<file path="src/rtl/smart_led_frame_select.sv">
// Smart-LED frame selector: claims the first NUM_CH marked words of a frame, checks their parity,
// latches their payloads for the PWM stage and forwards the stream with those markers cleared.
module smart_led_frame_select #(
   parameter int WORD_W   = 32,
   parameter int NUM_CH   = 1,
   parameter int PAR_MODE = 0
) (
   input  logic                         clk,
   input  logic                         rst_n,
   input  logic                         in_data,
   input  logic                         in_clk,
   input  logic                         in_sync,
   output logic                         out_data,
   output logic                         out_clk,
   output logic [NUM_CH*(WORD_W-2)-1:0] pwm_data,
   output logic                         pwm_set,
   output logic                         error
);

   localparam int P    = WORD_W - 2;
   localparam int BC_W = $clog2(WORD_W);
   localparam int CH_W = (NUM_CH > 1) ? $clog2(NUM_CH) : 1;

   typedef enum logic [1:0] {HUNT, CAP, NEXT, DONE} state_t;

   state_t                state;
   logic [BC_W-1:0]       bit_cnt;
   logic [CH_W-1:0]       ch_cnt;
   logic [NUM_CH*P-1:0]   shadow;
   logic [P-1:0]          cur_word;
   logic                  par_acc;
   logic                  latch_pend;
   logic                  bit_stb;
   logic                  is_first;
   logic                  is_par;
   logic                  swap;

   // par_acc is the XOR of the payload bits received so far for the word in capture.
   function automatic logic parity_ok(input logic acc, input logic pbit);
      case (PAR_MODE)
         0:       return (acc == pbit);
         1:       return (acc != pbit);
         default: return 1'b1;
      endcase
   endfunction

   always_comb begin
      bit_stb  = in_sync & in_clk & ~error;
      is_first = (bit_cnt == '0);
      is_par   = (bit_cnt == BC_W'(WORD_W - 1));
      cur_word = shadow[ch_cnt*P +: P];
      swap     = bit_stb & is_first & in_data & ((state == HUNT) || (state == NEXT));
   end

   always_ff @(posedge clk or negedge rst_n) begin
      if (!rst_n) begin
         out_data   <= 1'b0;
         out_clk    <= 1'b0;
         pwm_data   <= '0;
         pwm_set    <= 1'b0;
         error      <= 1'b0;
         state      <= HUNT;
         bit_cnt    <= '0;
         ch_cnt     <= '0;
         shadow     <= '0;
         par_acc    <= 1'b0;
         latch_pend <= 1'b0;
      end else begin
         pwm_set    <= 1'b0;
         latch_pend <= 1'b0;
         // The last parity bit was accepted on the previous cycle; shadow is complete.
         if (latch_pend) begin
            pwm_data <= shadow;
            pwm_set  <= 1'b1;
         end
         if (!in_sync) begin
            out_clk  <= in_clk;
            out_data <= in_data;
            state    <= HUNT;
            bit_cnt  <= '0;
            ch_cnt   <= '0;
            error    <= 1'b0;
            par_acc  <= 1'b0;
         end else begin
            out_clk  <= in_clk & ~error;
            out_data <= in_data ^ swap;
            if (bit_stb) begin
               bit_cnt <= is_par ? '0 : bit_cnt + 1'b1;
               case (state)
                  HUNT: begin
                     if (is_first && in_data) begin
                        state  <= CAP;
                        ch_cnt <= '0;
                     end
                  end
                  CAP: begin
                     if (is_par) begin
                        par_acc <= 1'b0;
                        if (!parity_ok(par_acc, in_data)) begin
                           error <= 1'b1;
                        end else if (ch_cnt == CH_W'(NUM_CH - 1)) begin
                           state      <= DONE;
                           latch_pend <= 1'b1;
                        end else begin
                           ch_cnt <= ch_cnt + 1'b1;
                           state  <= NEXT;
                        end
                     end else begin
                        shadow[ch_cnt*P +: P] <= {cur_word[P-2:0], in_data};
                        par_acc               <= par_acc ^ in_data;
                     end
                  end
                  NEXT: begin
                     if (is_first) begin
                        if (in_data) state <= CAP;
                        else         error <= 1'b1;
                     end
                  end
                  default: ;
               endcase
            end
         end
      end
   end

endmodule
</file>
<file path="config.mk">
export PLATFORM = sky130hd
export DESIGN_NAME = smart_led_frame_select
export DESIGN_NICKNAME = d
export VERILOG_FILES = /design/src/rtl/smart_led_frame_select.sv
export SDC_FILE = /design/constraint.sdc
export NUM_CORES = 1
export LEC_CHECK = 0
export BUFFER_PORTS_ARGS = -buffer_cell sky130_fd_sc_hd__buf_2
export CORE_MARGIN = 2
export CORE_UTILIZATION = 50
export DETAILED_ROUTE_END_ITERATION = 8
export GPL_TIMING_DRIVEN = 0
export PLACE_DENSITY = 0.8
export SYNTH_ARGS = -nofsm -noshare
export SYNTH_HDL_FRONTEND = slang
export SYNTH_SLANG_ARGS = --single-unit
</file>
<file path="constraint.sdc">
create_clock -name clk -period 6.3 [get_ports clk]
set_input_delay 0.315 -clock clk [delete_from_list [all_inputs] [get_ports clk]]
set_output_delay 0.315 -clock clk [all_outputs]
set_load 0.02 [all_outputs]
</file>
# Yosys cells after proc, flatten, opt, wreduce, memory -nomap -nowiden
# Index checks and enable logic that the tools add are counted.
# totals
register_bits	74
input_bits	5
output_inout_bits	34
elab_cells	97
# op_classes
add_sub_neg	3
multipliers	1
eq_ne	16
shift	3
n_mux	44
n_bitwise	10
reduce_logical	9
# op_table
cell	n
$neg 6->34	1
$shift 30x34->30 const A	1
$shiftx 30x34->30	1
$bwmux 30	1
$mux 1	30
$shiftx 30x7->29	1
$ne 3x3->1 const B	6
$mux 5	3
$mux 2	7
$reduce_and 7->1	1
$and 1x1->1	6
$ne 3x1->1 const B	2
$pmux 2 s3	1
$reduce_and 6->1	1
$add 5x1->5 const B	1
$eq 5x5->1 const B	1
$logic_not 5->1	1
$mul 1x4->5 const B	1
$reduce_and 5->1	1
$ne 2x1->1 const B	2
$ne 4x1->1 const B	1
$pmux 1 s2	2
$reduce_and 4->1	1
$ne 3x2->1 const B	1
other kinds (10)	12

# Logic depth before layout (Yosys ltp)
# Gate-level depths: netlist (run 1).
# depth
ltp_word	10
ltp_mapped	8
mapped_depth_nobuf	7

# Worst setup path before layout (run 1)
# OpenSTA, ideal clock, no wires.
# synth_timing
path_type	reg-to-reg
startpoint	reg bit_cnt[0]
endpoint	reg state[1]
setup_time_ns	0.120
t_arrival_ns	2.003
t_required_ns	6.180
slack_ns	4.178
stages_incl_launch_ff	9
path_buffers	1
synth_period_minus_slack_ns	2.122
cell_sequence	dfrtp_1 ha_1 and3_2 ha_1 clkbuf_1 inv_1 a221o_1 o311a_1 a31o_1
# synth_between
elab_chain_cells	4
word_cells_on_any_way	7
classes_between	eq/ne: 4; reduce/logical: 3
# synth_lines
item	line	rtl
start: declaration	27	logic [BC_W-1:0] bit_cnt;
start signal: assignment	88	bit_cnt <= is_par ? '0 : bit_cnt + 1'b1;
$logic_not 5->1	49	is_first = (bit_cnt == '0);
$logic_and 1x1->1	91	if (is_first && in_data) begin
$ne 3x2->1 (no source line)	-	
$reduce_and 7->1 (no source line) *	-	
end signal: assignment	62	state <= HUNT;
end signal: assignment	92	state <= CAP;
end signal: assignment	102	state <= DONE;
end: declaration	26	state_t state;
# Mark *: on every way between the ends. The rest lies on a longest branch, timed or not.
# A chain may end at the register's enable or synchronous reset.

# Final worst setup path (run 1)
# layout_timing
startpoint	reg bit_cnt[0]
endpoint	reg shadow[25]
# layout_between
elab_chain_cells	3
# layout_lines
item	line	rtl
$eq 5x5->1	50	is_par = (bit_cnt == BC_W'(WORD_W - 1));
$not 1->1 (no source line)	-	
$reduce_and 4->1 (no source line)	-	
end signal: indexed assignment	109	shadow[ch_cnt*P +: P] <= {cur_word[P-2:0], in_data};
end: declaration	29	logic [NUM_CH*P-1:0] shadow;
# No other way between the ends.

==> impl_metrics.env, run 1 <==
export IMPL_final_util_pct=59.2
export IMPL_syn_cell_area_um2=2960
export IMPL_tightest_slew_ns=0.892
export IMPL_yosys_warnings=0
export IMPL_rrSetupSlack_ns=3.83
export IMPL_ys_ff_latch=73
export IMPL_fmax_ghz=0.405
export IMPL_gp_congestion=0.786
export IMPL_yosys_cell_types_count=31
export IMPL_drc=0
export IMPL_grt_setup_unrepaired="false"
export IMPL_drt_pass1_iterations=4
export IMPL_cp_data_arrival_time_ns=2.69
export IMPL_synth_nets=214
export IMPL_endpoint_kind="flip-flop"
export IMPL_cp_required_ns=6.52
export IMPL_maxSlewHeadroom_pct=40.5
export IMPL_drtIter0Drc=88
export IMPL_start_util_pct=50.9
export IMPL_crit_path_end="shadow[25]"
export IMPL_status="finished clean"
export IMPL_cts_sinks=73
export IMPL_hpwl_um=3320
export IMPL_ctsResizeCount=0
export IMPL_hold_violations=0
export IMPL_die_x_um=81.0
export IMPL_grt_overflow=0
export IMPL_core_area_um2=5820
export IMPL_skew_ns=0.00650
export IMPL_cp_start_kind="flip-flop"
export IMPL_via_count=1777
export IMPL_final_net_count=263
export IMPL_crit_fanout=10
export IMPL_r2r_start="bit_cnt[0]"
export IMPL_cap_violations=0
export IMPL_syn_inst=203
export IMPL_setup_viol=0
export IMPL_numPortBuffers=38
export IMPL_cts_clk_slew_worst_paths_ns=0.08
export IMPL_cts_buffer_depth=2
export IMPL_n_antenna_cell=0
export IMPL_cts_tree="done"
export IMPL_holdBufCountCts=0
export IMPL_vias_per_cell=5.35
export IMPL_p_leak_nw=1.80
export IMPL_crit_top_cell="ha_1"
export IMPL_layout_common_cells="dfrtp_1 (73), mux2_2 (60), buf_2 (40), clkbuf_8 (10), clkbuf_1 (8)"
export IMPL_synthToLayoutAreaGrowth_pct=16.3
export IMPL_seqCellArea_um2=1830
export IMPL_grt_antenna_before_repair=0
export IMPL_nFillCells=482
export IMPL_timing_critical_path_from="bit_cnt[0]"
export IMPL_worstSetupPathType="reg -> reg"
export IMPL_worstPathCellList="ha_1 -> and3_2 -> ha_1 -> clkbuf_1 -> nor3b_1 -> buf_2 -> mux2_2"
export IMPL_tns_ns=0
export IMPL_finalCriticalPeriod_ns=2.47
export IMPL_whs_ns=0.0928
export IMPL_reg2reg_to="shadow[25]"
export IMPL_cts_root_buf="clkbuf_8"
export IMPL_grt_max_degree=74
export IMPL_max_stage_delay_ns=0.43
export IMPL_track_usage_pct=16.9
export IMPL_cts_buffers=9
export IMPL_finalMaxSlewViolations=0
export IMPL_multi_input_area_um2=1070
export IMPL_cts_max_level=3
export IMPL_ir_worst_vdd_mv=0.206
export IMPL_dieArea_um2=6550
export IMPL_critPathTopFamily="simple AND/OR/NAND/NOR gates"
export IMPL_power_density_nw_per_um2=270
export IMPL_syn_avg_cell_area_um2=14.6
export IMPL_crit_buf_inv=2
export IMPL_row_count=28
export IMPL_drive_gt1_share_pct=46.3
export IMPL_layout_commonest_cell="dfrtp_1"
export IMPL_grt_pass1_vias=1699
export IMPL_path_depth=7
export IMPL_postCtsSetupRepairBufs=0
export IMPL_cpMaxStageDelayCell="dfrtp_1"
export IMPL_synth_seq_area_share_pct=61.7
export IMPL_die_h_um=81.0
export IMPL_finalCritPeriodShare_pct=39.2
export IMPL_hold_class="in -> async"
export IMPL_r2r_cells=7
export IMPL_routed_wl_um=5040
export IMPL_ant_nets=0
export IMPL_grt_pass1_wl_um=8290
export IMPL_io_pins=39
export IMPL_wire_per_inst_um=15.2
export IMPL_clock_latency_ns=0.34
metal layers:
layer / up-vias / wire length [um] / GRT usage, % / share of wire (%)
met5: - / 0 / 0 / 0
met4: 0 / 124 / 8.31 / 2.5
met3: 12 / 180 / 3.67 / 3.6
met2: 36 / 2350 / 25.6 / 47
met1: 906 / 2380 / 23.3 / 47
li1: 823 / - / - / -
cells by family (layout without fill, tap and decap cells):
logic type | Yosys count | after routing | share of synthesized area (%)
buf+inv | 16 | 70 | 2.15
flops | 73 | 73 | 61.7
simple gates | 23 | 23 | 4.44
compound gates | 24 | 24 | 6.04
fa+ha+maj | 6 | 6 | 2.53
mux | 61 | 61 | 23.2
worst register-to-register path, cell delays in order, from the launching register on:
cell and delay, ns:
dfrtp_1 0.43, ha_1 0.25, and3_2 0.22, ha_1 0.18, clkbuf_1 0.19, nor3b_1 0.39
buf_2 0.32, mux2_2 0.36
layout make-up:
type	instances	area share (%)
well taps	75	2.72
flip-flops and latches	73	53.0
clock buffers	11	4.10
multi-input cells	114	31.1
plain buffers	10	1.20
repair buffers	38	5.59
clock inverters	5	1.60
inverters	6	0.654
sequential cells by signal, summed over array words and instances, names as in the netlist:
signal and flops:
error 1, par_acc 1, out_data 1, bit_cnt 5
pwm_data 30, state 2, out_clk 1, latch_pend 1
shadow 30, pwm_set 1
synthesized netlist by cell type:
| master | n | area, um2 |
|---|---|---|
| mux2i_1 | 1 | 10.0 |
| a21oi_1 | 2 | 10.0 |
| dfrtp_1 | 73 | 1830 |
| a21boi_0 | 5 | 37.5 |
| o21a_1 | 3 | 22.5 |
| nor3_1 | 2 | 10.0 |
| a31oi_1 | 2 | 12.5 |
| o31a_2 | 1 | 10.0 |
| nor2b_1 | 4 | 25.0 |
| o21ai_0 | 3 | 15.0 |
| or4b_4 | 1 | 13.8 |
| nand4b_1 | 1 | 8.76 |
| mux2_2 | 60 | 676 |
| a221o_1 | 1 | 10.0 |
| a211oi_1 | 1 | 7.51 |
| nand4_1 | 1 | 6.26 |
| inv_1 | 6 | 22.5 |
| and2_1 | 1 | 6.26 |
| nand2_1 | 7 | 26.3 |
| nor4_1 | 1 | 6.26 |
| buf_2 | 3 | 15.0 |
| a31o_1 | 1 | 8.76 |
| o2bb2ai_1 | 2 | 17.5 |
| nor3b_1 | 1 | 7.51 |
| nor2_1 | 2 | 7.51 |
| ha_1 | 6 | 75.1 |
| o311a_1 | 1 | 10.0 |
| a2bb2oi_1 | 2 | 17.5 |
| nand2b_1 | 1 | 6.26 |
| and3_2 | 1 | 7.51 |
| clkbuf_1 | 7 | 26.3 |
metrics by stage:
step	area [um2]	total power, mW	cells	setup WS [ns]
2_1_floorplan	2960	0.552	203	4.18
3_3_place_gp	3250	0.573	316	3.90
3_5_place_dp	3250	0.578	316	3.87
4_1_cts	3440	0.936	332	3.84
5_1_grt	3440	0.970	332	3.66
6_report	3440	0.929	332	3.83
worst min-delay path by stage:
stage / startpoint / end / slack, ns / depth (start not counted)
finish: rst_n / shadow[15] / 0.09 / 1
global route: rst_n / pwm_data[16] / 0.19 / 1
CTS: rst_n / shadow[15] / 0.14 / 1
detailed placement: latch_pend / pwm_set / 0.43 / 0
global placement: latch_pend / pwm_set / 0.43 / 0
floorplan: rst_n / bit_cnt[0] / 0.02 / 0
where the power goes:
group	total, mW	switching [mW]	internal (mW)
sequential	0.496	0.0121	0.484
clock	0.360	0.168	0.192
combinational	0.0720	0.0403	0.0316
(Power assumes the default switching activity.)
==> inputs of run 2 (changes only) <==
--- a/config.mk
+++ b/config.mk
@@ -10,7 +10,7 @@
 export CORE_UTILIZATION = 50
 export DETAILED_ROUTE_END_ITERATION = 8
 export GPL_TIMING_DRIVEN = 0
-export PLACE_DENSITY = 0.8
+export PLACE_DENSITY = 0.82
 export SYNTH_ARGS = -nofsm -noshare
 export SYNTH_HDL_FRONTEND = slang
 export SYNTH_SLANG_ARGS = --single-unit
==> constraint.sdc (replaced) <==
create_clock -name clk -period 2 [get_ports clk]
set_input_delay 0.1 -clock clk [delete_from_list [all_inputs] [get_ports clk]]
set_output_delay 0.1 -clock clk [all_outputs]
set_load 0.02 [all_outputs]
==> run 2 against run 1 <==
Effect of this change:
- worst hold slack got worse by 0.069 ns
- the flow now finishes with violations (negative setup slack)
- combinational power increased to 4.9 times the previous value
- clock power increased to 3.3 times the previous value
- register-to-register slack got worse by 3.9 ns
- utilization increased by 7.1 points
- largest cell class unchanged
- clock-buffer cell count decreased by 1
- sequential power increased to 3.2 times the previous value
- critical endpoint is now state[1]
- maximum frequency increased by 18%
- cell count increased by 6.6%
- critical path depth decreased by 1
- die area unchanged
- clock skew increased by 0.0038 ns
==> impl_metrics.env, run 2 (synthesis results as in run 1) <==
export IMPL_dpl_cell_area_um2=3290
export IMPL_finalCritPeriodShare_pct=104
export IMPL_cts_clk_slew_worst_paths_ns=0.08
export IMPL_via_count=1884
export IMPL_numPortBuffers=38
export IMPL_finalMaxSlewViolations=0
export IMPL_tightest_slew_ns=0.908
export IMPL_grt_antenna_before_repair=0
export IMPL_core_area_um2=5820
export IMPL_worstSetupPathType="reg -> reg"
export IMPL_grt_max_degree=74
export IMPL_final_util_pct=66.3
export IMPL_cts_sinks=73
export IMPL_hold_class="in -> reg"
export IMPL_place_ws_ns=-0.137
export IMPL_setup_viol=32
export IMPL_reg_largest_list="pwm_data: 30 flops, shadow: 30 flops, bit_cnt: 5 flops"
export IMPL_routed_wl_um=6240
export IMPL_power_density_nw_per_um2=805
export IMPL_use_met3_pct=5.89
export IMPL_multi_input_area_um2=1230
export IMPL_grt_busiest_layer="met2"
export IMPL_hold_violations=0
export IMPL_cts_root_buf="clkbuf_8"
export IMPL_grt_setup_unrepaired="true"
export IMPL_hpwl_um=3320
export IMPL_seqCellArea_um2=1830
export IMPL_drc=0
export IMPL_cp_required_ns=2.24
export IMPL_cts_buffers=9
export IMPL_clock_latency_ns=0.35
export IMPL_drive_gt1_share_pct=54.5
export IMPL_n_antenna_cell=0
export IMPL_finalCriticalPeriod_ns=2.09
export IMPL_synthToLayoutAreaGrowth_pct=30.2
export IMPL_drtIter0Drc=103
export IMPL_nFillCells=397
export IMPL_layout_common_cells="dfrtp_1 (73), buf_2 (37), mux2_2 (30), mux2_4 (30), buf_4 (18)"
export IMPL_postLayoutCellArea_um2=3850
export IMPL_row_count=28
export IMPL_dieArea_um2=6550
export IMPL_io_pins=39
export IMPL_vias_per_cell=5.32
export IMPL_p_leak_nw=1.96
export IMPL_met1_usage_pct=25.1
export IMPL_endpoint_kind="flip-flop"
export IMPL_fmax_ghz=0.479
export IMPL_grt_pass1_wl_um=9350
export IMPL_drt_pass1_iterations=4
export IMPL_wire_per_inst_um=17.6
export IMPL_fin_ws_ns=-0.0861
export IMPL_violations="negative setup slack"
export IMPL_cts_buffer_depth=2
export IMPL_die_x_um=81.0
export IMPL_grt_pass1_vias=1902
export IMPL_ir_worst_vdd_mv=0.467
export IMPL_skew_ns=0.0103
export IMPL_final_net_count=285
export IMPL_track_usage_pct=19.5
export IMPL_cp_start_kind="flip-flop"
export IMPL_status="finished, violations left"
export IMPL_cts_max_level=3
export IMPL_grt_use_met2_pct=30.2
export IMPL_cts_tree="done"
export IMPL_cp_data_arrival_time_ns=2.32
export IMPL_crit_fanout=3
export IMPL_die_h_um=81.0
export IMPL_maxSlewHeadroom_pct=39.4
export IMPL_cap_violations=0
export IMPL_ant_nets=0
export IMPL_gp_congestion=0.743
export IMPL_start_util_pct=50.9
export IMPL_whs_ns=0.0234
export IMPL_layout_commonest_cell="dfrtp_1"
export IMPL_tns_ns=-0.927
export IMPL_grt_overflow=0
[run 2: timing repair]
action,in CTS,in global routing
resized for setup,18,34
endpoints found under the hold margin,73,0
pin swaps,3,4
buffers inserted,18,2
cloned,3,0
endpoints found under the setup margin,32,33
hold buffers,1,0
[run 2: area by class of cell]
cell class	instances	share of cell area [%]
sequential	73	47.4
multi-input combinational	114	31.9
timing repair buffer	62	10.8
clock buffer	10	3.57
tap	75	2.43
clock inverter	6	1.75
buffer	8	1.56
inverter	6	0.584
[run 2: path summary, 6_finish.rpt]
| kind | start | endpoint | slack (ns) | depth (start not counted) |
|---|---|---|---|---|
| min reg2reg | latch_pend | pwm_set | 0.44 | 0 |
| max | bit_cnt[0] | state[1] | -0.09 | 6 |
| max in group asynchronous | rst_n | out_data | 0.99 | 2 |
| max reg2reg | bit_cnt[0] | state[1] | -0.09 | 6 |
| min | in_clk | out_clk | 0.02 | 2 |
| min in group asynchronous | rst_n | pwm_data[15] | 0.41 | 2 |
[run 2: through the flow]
stage / total power [mW] / instances
2_1_floorplan: 1.74 / 203
3_3_place_gp: 1.81 / 316
3_5_place_dp: 1.82 / 316
4_1_cts: 3.05 / 352
5_1_grt: 3.23 / 354
6_report: 3.10 / 354
[run 2: critical path, stage by stage, from the launching register on]
cell and delay (ns):
dfrtp_1 0.42, inv_2 0.09, ha_2 0.15, or4b_4 0.46, a221o_1 0.39, o311a_1 0.30, a31o_1 0.18
[run 2: where the power goes]
part	internal, mW	leakage, nW	total (mW)	switching, mW
registers	1.53	1.01	1.57	0.0434
clock network	0.612	0.0985	1.18	0.569
logic	0.188	0.857	0.354	0.166
total	2.32	1.96	3.10	0.778
[run 2: metal layers]
metal / vias to the layer above / share of wire (%)
met5: - / 0
met4: 0 / 2.0
met3: 11 / 5.1
met2: 62 / 48
met1: 941 / 45
li1: 870 / -
